`src/rtl/adder_sweep_pkg.sv`:
```
// Shared types and constants for the adder sweep sequencer and its operand generator.
package adder_sweep_pkg;

   typedef enum logic [2:0] {
      ST_IDLE,
      ST_LOAD,
      ST_SETTLE,
      ST_RUN,
      ST_WAIT,
      ST_ACCUM,
      ST_FINISH
   } state_e;

   typedef enum logic [1:0] {
      MODE_FIXED     = 2'd0,
      MODE_WALK      = 2'd1,
      MODE_LFSR      = 2'd2,
      MODE_FIXED_ALT = 2'd3
   } mode_e;

   localparam logic [31:0] LFSR_TAPS = 32'h8020_0003;

endpackage

```
`src/rtl/adder_operand_gen.sv`:
```
// Operand generator: picks the next a/b pair from the sweep mode, the completed-run
// count and the operand driven on the previous run.
module adder_operand_gen
   import adder_sweep_pkg::*;
#(
   parameter int WIDTH  = 32,
   parameter int RUNS_W = 8
) (
   input  mode_e             mode_i,
   input  logic [RUNS_W-1:0] run_idx_i,
   input  logic [WIDTH-1:0]  prev_a_i,
   input  logic [WIDTH-1:0]  a_seed_i,
   input  logic [WIDTH-1:0]  b_seed_i,
   output logic [WIDTH-1:0]  a_o,
   output logic [WIDTH-1:0]  b_o
);

   localparam logic [WIDTH-1:0] TAPS = WIDTH'(LFSR_TAPS);
   localparam logic [WIDTH-1:0] ONE  = WIDTH'(1);

   logic [31:0] shamt;

   assign shamt = 32'(run_idx_i) % 32'(WIDTH);

   always_comb begin
      a_o = a_seed_i;
      b_o = b_seed_i;
      unique case (mode_i)
         MODE_WALK: begin
            // all-ones b forces the carry to ripple from the walking bit upward
            a_o = ONE << shamt;
            b_o = '1;
         end
         MODE_LFSR: begin
            if (run_idx_i != '0) begin
               a_o = (prev_a_i >> 1) ^ (prev_a_i[0] ? TAPS : '0);
            end
         end
         default: begin
            a_o = a_seed_i;
            b_o = b_seed_i;
         end
      endcase
   end

endmodule

```
`src/rtl/adder_sweep_sequencer.sv`:
```
// Measurement sequencer: drives operand pairs and a timed ring-enable window into the
// instrumented adder, then gathers last/min/max/sum statistics of the returned counts.
module adder_sweep_sequencer
   import adder_sweep_pkg::*;
#(
   parameter int WIDTH   = 32,
   parameter int CNT_W   = 32,
   parameter int WIN_W   = 16,
   parameter int RUNS_W  = 8,
   parameter int TIMEOUT = 255
) (
   input  logic                    wb_clk_i,
   input  logic                    wb_rst_i,
   input  logic                    cfg_go,
   input  logic                    cfg_abort,
   input  logic [1:0]              cfg_mode,
   input  logic [WIDTH-1:0]        cfg_a_seed,
   input  logic [WIDTH-1:0]        cfg_b_seed,
   input  logic [RUNS_W-1:0]       cfg_runs,
   input  logic [WIN_W-1:0]        cfg_window,
   output logic [WIDTH-1:0]        add_a,
   output logic [WIDTH-1:0]        add_b,
   output logic                    add_run,
   input  logic [CNT_W-1:0]        add_count,
   input  logic                    add_count_valid,
   output logic                    busy,
   output logic                    done,
   output logic                    timeout_err,
   output logic [RUNS_W-1:0]       run_idx,
   output logic [CNT_W-1:0]        last_count,
   output logic [CNT_W-1:0]        min_count,
   output logic [CNT_W-1:0]        max_count,
   output logic [CNT_W+RUNS_W-1:0] sum_count
);

   localparam int             SUM_W   = CNT_W + RUNS_W;
   localparam int             TO_W    = $clog2(TIMEOUT + 1);
   localparam logic [TO_W-1:0] TO_LAST = TO_W'(TIMEOUT - 1);

   state_e                 state_q;
   logic                   busy_q, done_q, timeout_q, add_run_q;
   logic [WIDTH-1:0]       add_a_q, add_b_q;
   logic [RUNS_W-1:0]      run_idx_q;
   logic [CNT_W-1:0]       last_q, min_q, max_q;
   logic [SUM_W-1:0]       sum_q;
   logic [WIN_W-1:0]       win_q;
   logic [TO_W-1:0]        wait_q;

   // configuration snapshot and captured count: datapath only, no reset needed
   mode_e                  mode_q;
   logic [WIDTH-1:0]       a_seed_q, b_seed_q;
   logic [RUNS_W-1:0]      runs_q;
   logic [WIN_W-1:0]       window_q;
   logic [CNT_W-1:0]       cnt_q;

   logic                   go_accept;
   logic [WIDTH-1:0]       a_d, b_d;
   logic [RUNS_W-1:0]      run_idx_d;
   logic [SUM_W-1:0]       sum_d;

   assign go_accept = (state_q == ST_IDLE) && cfg_go && !cfg_abort;
   assign run_idx_d = run_idx_q + RUNS_W'(1);
   assign sum_d     = sum_q + SUM_W'(cnt_q);

   adder_operand_gen #(
      .WIDTH  (WIDTH),
      .RUNS_W (RUNS_W)
   ) u_opgen (
      .mode_i    (mode_q),
      .run_idx_i (run_idx_q),
      .prev_a_i  (add_a_q),
      .a_seed_i  (a_seed_q),
      .b_seed_i  (b_seed_q),
      .a_o       (a_d),
      .b_o       (b_d)
   );

   always_ff @(posedge wb_clk_i) begin
      if (go_accept) begin
         mode_q   <= mode_e'(cfg_mode);
         a_seed_q <= cfg_a_seed;
         b_seed_q <= cfg_b_seed;
         runs_q   <= cfg_runs;
         window_q <= cfg_window;
      end
      if (state_q == ST_WAIT && add_count_valid) begin
         cnt_q <= add_count;
      end
   end

   always_ff @(posedge wb_clk_i) begin
      if (wb_rst_i) begin
         state_q   <= ST_IDLE;
         busy_q    <= 1'b0;
         done_q    <= 1'b0;
         timeout_q <= 1'b0;
         add_run_q <= 1'b0;
         add_a_q   <= '0;
         add_b_q   <= '0;
         run_idx_q <= '0;
         last_q    <= '0;
         min_q     <= '1;
         max_q     <= '0;
         sum_q     <= '0;
         win_q     <= '0;
         wait_q    <= '0;
      end else if (cfg_abort) begin
         state_q   <= ST_IDLE;
         busy_q    <= 1'b0;
         add_run_q <= 1'b0;
      end else begin
         unique case (state_q)
            ST_IDLE: begin
               if (cfg_go) begin
                  busy_q    <= 1'b1;
                  done_q    <= 1'b0;
                  timeout_q <= 1'b0;
                  run_idx_q <= '0;
                  last_q    <= '0;
                  min_q     <= '1;
                  max_q     <= '0;
                  sum_q     <= '0;
                  state_q   <= (cfg_runs == '0) ? ST_FINISH : ST_LOAD;
               end
            end
            ST_LOAD: begin
               add_a_q <= a_d;
               add_b_q <= b_d;
               state_q <= ST_SETTLE;
            end
            ST_SETTLE: begin
               add_run_q <= 1'b1;
               win_q     <= (window_q == '0) ? WIN_W'(1) : window_q;
               state_q   <= ST_RUN;
            end
            ST_RUN: begin
               if (win_q == WIN_W'(1)) begin
                  add_run_q <= 1'b0;
                  wait_q    <= '0;
                  state_q   <= ST_WAIT;
               end else begin
                  win_q <= win_q - WIN_W'(1);
               end
            end
            ST_WAIT: begin
               if (add_count_valid) begin
                  state_q <= ST_ACCUM;
               end else if (wait_q == TO_LAST) begin
                  timeout_q <= 1'b1;
                  state_q   <= ST_FINISH;
               end else begin
                  wait_q <= wait_q + TO_W'(1);
               end
            end
            ST_ACCUM: begin
               last_q    <= cnt_q;
               if (cnt_q < min_q) min_q <= cnt_q;
               if (cnt_q > max_q) max_q <= cnt_q;
               sum_q     <= sum_d;
               run_idx_q <= run_idx_d;
               state_q   <= (run_idx_d == runs_q) ? ST_FINISH : ST_LOAD;
            end
            ST_FINISH: begin
               done_q  <= 1'b1;
               busy_q  <= 1'b0;
               state_q <= ST_IDLE;
            end
            default: begin
               busy_q    <= 1'b0;
               add_run_q <= 1'b0;
               state_q   <= ST_IDLE;
            end
         endcase
      end
   end

   assign add_a       = add_a_q;
   assign add_b       = add_b_q;
   assign add_run     = add_run_q;
   assign busy        = busy_q;
   assign done        = done_q;
   assign timeout_err = timeout_q;
   assign run_idx     = run_idx_q;
   assign last_count  = last_q;
   assign min_count   = min_q;
   assign max_count   = max_q;
   assign sum_count   = sum_q;

endmodule

```
`config.mk`:
```
export PLATFORM = sky130hd
export DESIGN_NAME = adder_sweep_sequencer
export DESIGN_NICKNAME = d
export VERILOG_FILES = /design/src/rtl/adder_sweep_pkg.sv /design/src/rtl/adder_operand_gen.sv /design/src/rtl/adder_sweep_sequencer.sv
export SDC_FILE = /design/constraint.sdc
export NUM_CORES = 1
export LEC_CHECK = 0
export CORE_MARGIN = 2
export CORE_UTILIZATION = 41
export CTS_BUF_LIST = sky130_fd_sc_hd__clkbuf_8 sky130_fd_sc_hd__clkbuf_16
export DETAILED_ROUTE_END_ITERATION = 10
export DONT_BUFFER_PORTS = 1
export PLACE_DENSITY = 0.64
export SLEW_MARGIN = 40
export SYNTH_ARGS = -nofsm -noshare
export SYNTH_HDL_FRONTEND = slang
export SYNTH_SLANG_ARGS = --single-unit
```
`constraint.sdc`:
```
create_clock -name wb_clk_i -period 7.8 [get_ports wb_clk_i]
set_clock_uncertainty 0.15 [all_clocks]
set_input_delay 1.56 -clock wb_clk_i [delete_from_list [all_inputs] [get_ports wb_clk_i]]
set_output_delay 1.56 -clock wb_clk_i [all_outputs]
set_load 0.05 [all_outputs]
```
After elaboration in Yosys (flattened, before gate mapping)

Cells that the tools add are included.

Register bits: 361
Word-level logic and storage cells: 116
Output and inout bits: 212

Shift-type cells: 1
Reductions and logical operators: 27
Equality and inequality tests: 20
Mux-type cells: 38
$add $sub $neg: 4
$lt $le $gt $ge: 2
Bitwise logic cells: 4

Operators by type and width:

| cell                                                  | count |
|---|---|
| one-hot mux 32 bit (2 select lines)                   | 4 |
| 2-to-1 mux 32 bit                                     | 7 |
| one-hot mux 40 bit (2 select lines)                   | 1 |
| adder 40 x 32 -> 40 bit                               | 1 |
| 2-to-1 mux 40 bit                                     | 1 |
| greater-than comparator 32 bit                        | 1 |
| less-than comparator 32 bit                           | 1 |
| 2-to-1 mux 16 bit                                     | 2 |
| 2-to-1 mux 8 bit                                      | 4 |
| one-hot mux 16 bit (2 select lines)                   | 1 |
| one-hot mux 8 bit (2 select lines)                    | 2 |
| left shift 1 x 5 -> 32 bit (first input constant)     | 1 |
| bitwise XOR 31 x 32 -> 32 bit                         | 1 |
| 2-to-1 mux 3 bit                                      | 6 |
| one-hot mux 3 bit (6 select lines)                    | 1 |
| adder 8 x 1 -> 8 bit (second input constant)          | 2 |
| equality test 16 x 1 -> 1 bit (second input constant) | 1 |
| logical NOT 16 bit                                    | 1 |
| subtractor 16 x 1 -> 16 bit (second input constant)   | 1 |
| != test 2 bit (second input constant)                 | 7 |
| AND reduction 3 bit                                   | 4 |
| AND reduction 5 bit                                   | 2 |
| nonzero test 2 bit                                    | 5 |
| OR reduction 5 bit                                    | 2 |
| other kinds (21)                                      | 37 |

Logic depth before layout (Yosys ltp)

Depth after elaboration: 4
Mapped depth: 12

Cells and area by module

A second synthesis with hierarchy kept.

Cell total of the unflattened synthesis: 1,894
Area, all modules: 17,628.2 sq um

By module, submodules not included:

| module                | area each (sq um) | times used | cells an instance |
|---|---|---|---|
| adder_sweep_sequencer | 16,175.5          | 1          | 1,668 |
| adder_operand_gen     | 1,452.6           | 1          | 226 |

Worst setup path after synthesis

No wires, ideal clock.

Path type: input-to-reg
Start point: input port cfg_abort
End point: register sum_q[25], in the netlist sum_count[25]
Buffers on the path: 2
Stages on the path: 8
Arrival: 5.616 ns
Slack: 1.914 ns
Setup time: 0.120 ns
Cell sequence: clkbuf_1 > nor2_1 > and3_1 > clkbuf_1 > nor2_1 > nand2_1 > nor3_1 > a211o_1

Cells in the longest elaborated chain, start to end: 2

Ends and longest elaborated chain:

| what                          | RTL line                     | RTL |
|---|---|---|
| from (decl)                   | adder_sweep_sequencer.sv:15  | `input logic cfg_abort,` |
| inverter 1 bit (no line)      | --                           |  |
| AND reduction 3 bit (no line) | --                           |  |
| to (signal assigned)          | adder_sweep_sequencer.sv:159 | `sum_q <= sum_d;` |
| to (decl)                     | adder_sweep_sequencer.sv:45  | `logic [SUM_W-1:0] sum_q;` |

No other way between the ends.
A chain may end at the register's enable or synchronous reset.

Final worst setup path

Start point: input port cfg_abort
End point: register max_q[3], in the netlist max_count[3]

Cells in the longest elaborated chain, start to end: 2

Ends and longest elaborated chain:

| what                          | RTL line                     | RTL |
|---|---|---|
| inverter 1 bit (no line)      | --                           |  |
| AND reduction 4 bit (no line) | --                           |  |
| to (signal assigned)          | adder_sweep_sequencer.sv:158 | `if (cnt_q > max_q) max_q <= cnt_q;` |
| to (decl)                     | adder_sweep_sequencer.sv:44  | `logic [CNT_W-1:0] last_q, min_q, max_q;` |

No other way between the ends.

==> impl_metrics.toml <==
[outcome]
status = "finished, final reports clean"

[synth]
syn-num-nets = 2081
synthSimpleGateAreaFrac_pct = 16.9
yosysTopAreaCellShare_pct = 27.6
yosys_warnings = 0
yosys_most_used_dff = "dfxtp_1"
postSynthCellCount = 1846
synth_top_family_by_area = "simple AND/OR/NAND/NOR gates"
syn_area_um2 = 17300
ys_ff_latch = 361
post-synth-top-count-cell = "nor2_1"
synth_edf_count = 122
synth_fa_ha_area_share_pct = 7.84
muxShareOfSynthArea_pct = 3.81
postSynthAreaPerCell_um2 = 9.39
ys_types = 79
synthXorXnorAreaFrac_pct = 2.17
synth_commonest_cells = "nor2_1 (259), dfxtp_1 (239), nand2_1 (184)"
synth-compound-area-share_pct = 15.9
synth_top_area_cell = "dfxtp_1"
async_reset_ff_share_pct = 0
yosysSeqAreaShare_pct = 48.8
synthTopCellsByArea = "dfxtp_1 (28%), edfxtp_1 (21%), ha_1 (7.7%)"

[clocking]
cts.path.max_buffers = 3
cts_resized = 0
hold_buffers = 0
cts_sinks = 361
cts.clk_slew.worst_paths_ps = 60
numCtsBuffers = 42
cts.htree.levels = 2
clk_latency_ps = 570
root_buffer = "clkbuf_16"
cts_tree = "built"
post_cts_buffers = 0

[critical_path]
crit_path_max_fanout = 54
slowest_delay_ps = 680
cp-start-kind = "input pin"
crit_path_cell_trace = "nor2_1, and3_4, buf_4, nor2_4, nor2_1, o31ai_4, buf_4, mux2i_1"
path_class = "in2reg"
cp-end-kind = "flop"
crit_slowest_cell = "buf_4"
arrival_ps = 4160
required_ps = 8060

[finish]
multi_input_comb_area_um2 = 8180
nets = 2028
regArea_um2 = 8450
syn_to_final_growth_pct = 10.4
drive_above_1_share_pct = 6.73
fillCellCount = 3914

[detailed_routing]
wl_per_cell_um = 20.6
dr.pass1.iters = 5
via_count = 13600
antenna_left = 0
routed_wl_um = 48700
drt_iter0_markers = 843
viasPerCell = 5.74
drc_errors = 0

[timing]
fmax_mhz = 256
rsz0062_at_grt = "no"
max_slew.worst_pin.slew_ps = 805
hold_violations = 0
slew_viol_final = 0
fin_crit_ps = 3900
finalSetupViolCount = 0
slew_headroom_pct = 46.2
fin_ws_ps = 3900
finalCritPeriodShare_pct = 50.0
tns_ps = 0

[floorplan]
ioPinCount = 339
design.die.area_um2 = 43900
coreArea_um2 = 41900
fp.dieW_um = 210
start_util_pct = 41.4
rows = 75
die_height_um = 210

[placement]
dp_hpwl_um = 33800
pre_cts_ws_ps = 3300
place_congestion = 0.890
portBuffers = 0

[worst_hold_path]
hp-class = "reg2reg"

[global_routing]
gr-usage-met2_pct = 36.8
grt_pass1_vias = 13300
grt_util_all_layers_pct = 21.7
grt-ovfl-total = 0
grt_use_met1_pct = 24.6
antenna_found_initial = 2
grt_pass1_wl_um = 75200
use_met3_pct = 8.96
grt_max_degree = 152
grt-busiest-layer = "met2"

[power_and_ir_drop]
p_leak_nw = 7.55
ir_drop_v = 0.000170
powerDensity_nw_per_um2 = 218

[flow_run]
maxCapViolations = 0
[placed cells by master (no fill, tap or decap), types with 43 or more instances in the layout]
master,n
clkbuf_16,43
a22oi_1,68
inv_1,99
nand2_1,184
ha_1,106
a21oi_1,80
mux2i_1,66
dfxtp_1,236
nor2_1,256
o21ai_0,81
nor3_1,87
edfxtp_1,122
[area by class of cell]
cell class	instances	share of cell area [%]
Tap cell	539	3.53
Timing Repair Buffer	14	0.615
Multi-Input combinational cell	1284	42.7
Clock buffer	47	5.91
Clock inverter	31	1.26
Sequential cell	361	44.2
Antenna cell	1	0.0131
Inverter	90	1.77
[critical path, delay by kind of cell]
family          cells  cell delay [ps]
buf+inv             2              990
compound gates      1              120
mux                 1              180
simple gates        4             1220
[metal layers]
metal  share of wire [%]  routed length, um
met5               0.025                 12
met4                 2.9               1400
met3                  10               5060
met2                  47              23000
met1                  39              19200
[kinds of logic (layout without fill, tap and decap cells)]
logic type,after synthesis,in the layout
and+or+nand+nor,661,661
other,0,1
buffers and inverters,201,182
muxes,66,66
xor gates and xnor gates,43,43
DFF,361,361
adders and majority gates,108,108
AOI/OAI and AO/OA,406,406
[flip-flops by register name, summed over array words and instances, names as in the netlist, 8 cells and up]
signal / count
a_seed_q: 32
add_a: 32
add_b: 32
b_seed_q: 32
cnt_q: 32
last_count: 32
max_count: 32
min_count: 32
run_idx: 8
runs_q: 8
sum_count: 40
wait_q: 8
win_q: 16
window_q: 16
[where the power goes]
group          internal, mW  switching (mW)  total [mW]
registers              1.99          0.0862        2.07
clock network          1.14           0.798        1.94
logic                0.0477           0.104       0.151
[per-stage QoR]
stage	instances	power [mW]	hold slack (ps)	utilization, %	instance area [um^2]
floorplan	1846	2.23	308	-	17300
global placement	2287	2.26	315	42.3	17700
detailed placement	2288	2.27	326	42.4	17800
CTS	2366	4.21	335	45.7	19100
global route	2366	4.30	374	45.7	19100
finish	2367	4.17	338	45.7	19100
[final timing paths]
| path | from | endpoint | slack [ps] | depth (start not counted) |
|---|---|---|---|---|
| worst min register to register | win_q[9] | win_q[9] | 340 | 2 |
| worst max-delay path | cfg_abort | max_count[3] | 3900 | 8 |
| worst max register to register | sum_count[0] | sum_count[32] | 4150 | 11 |
| worst min-delay path | win_q[9] | win_q[9] | 340 | 2 |
(Power assumes the default switching activity.)
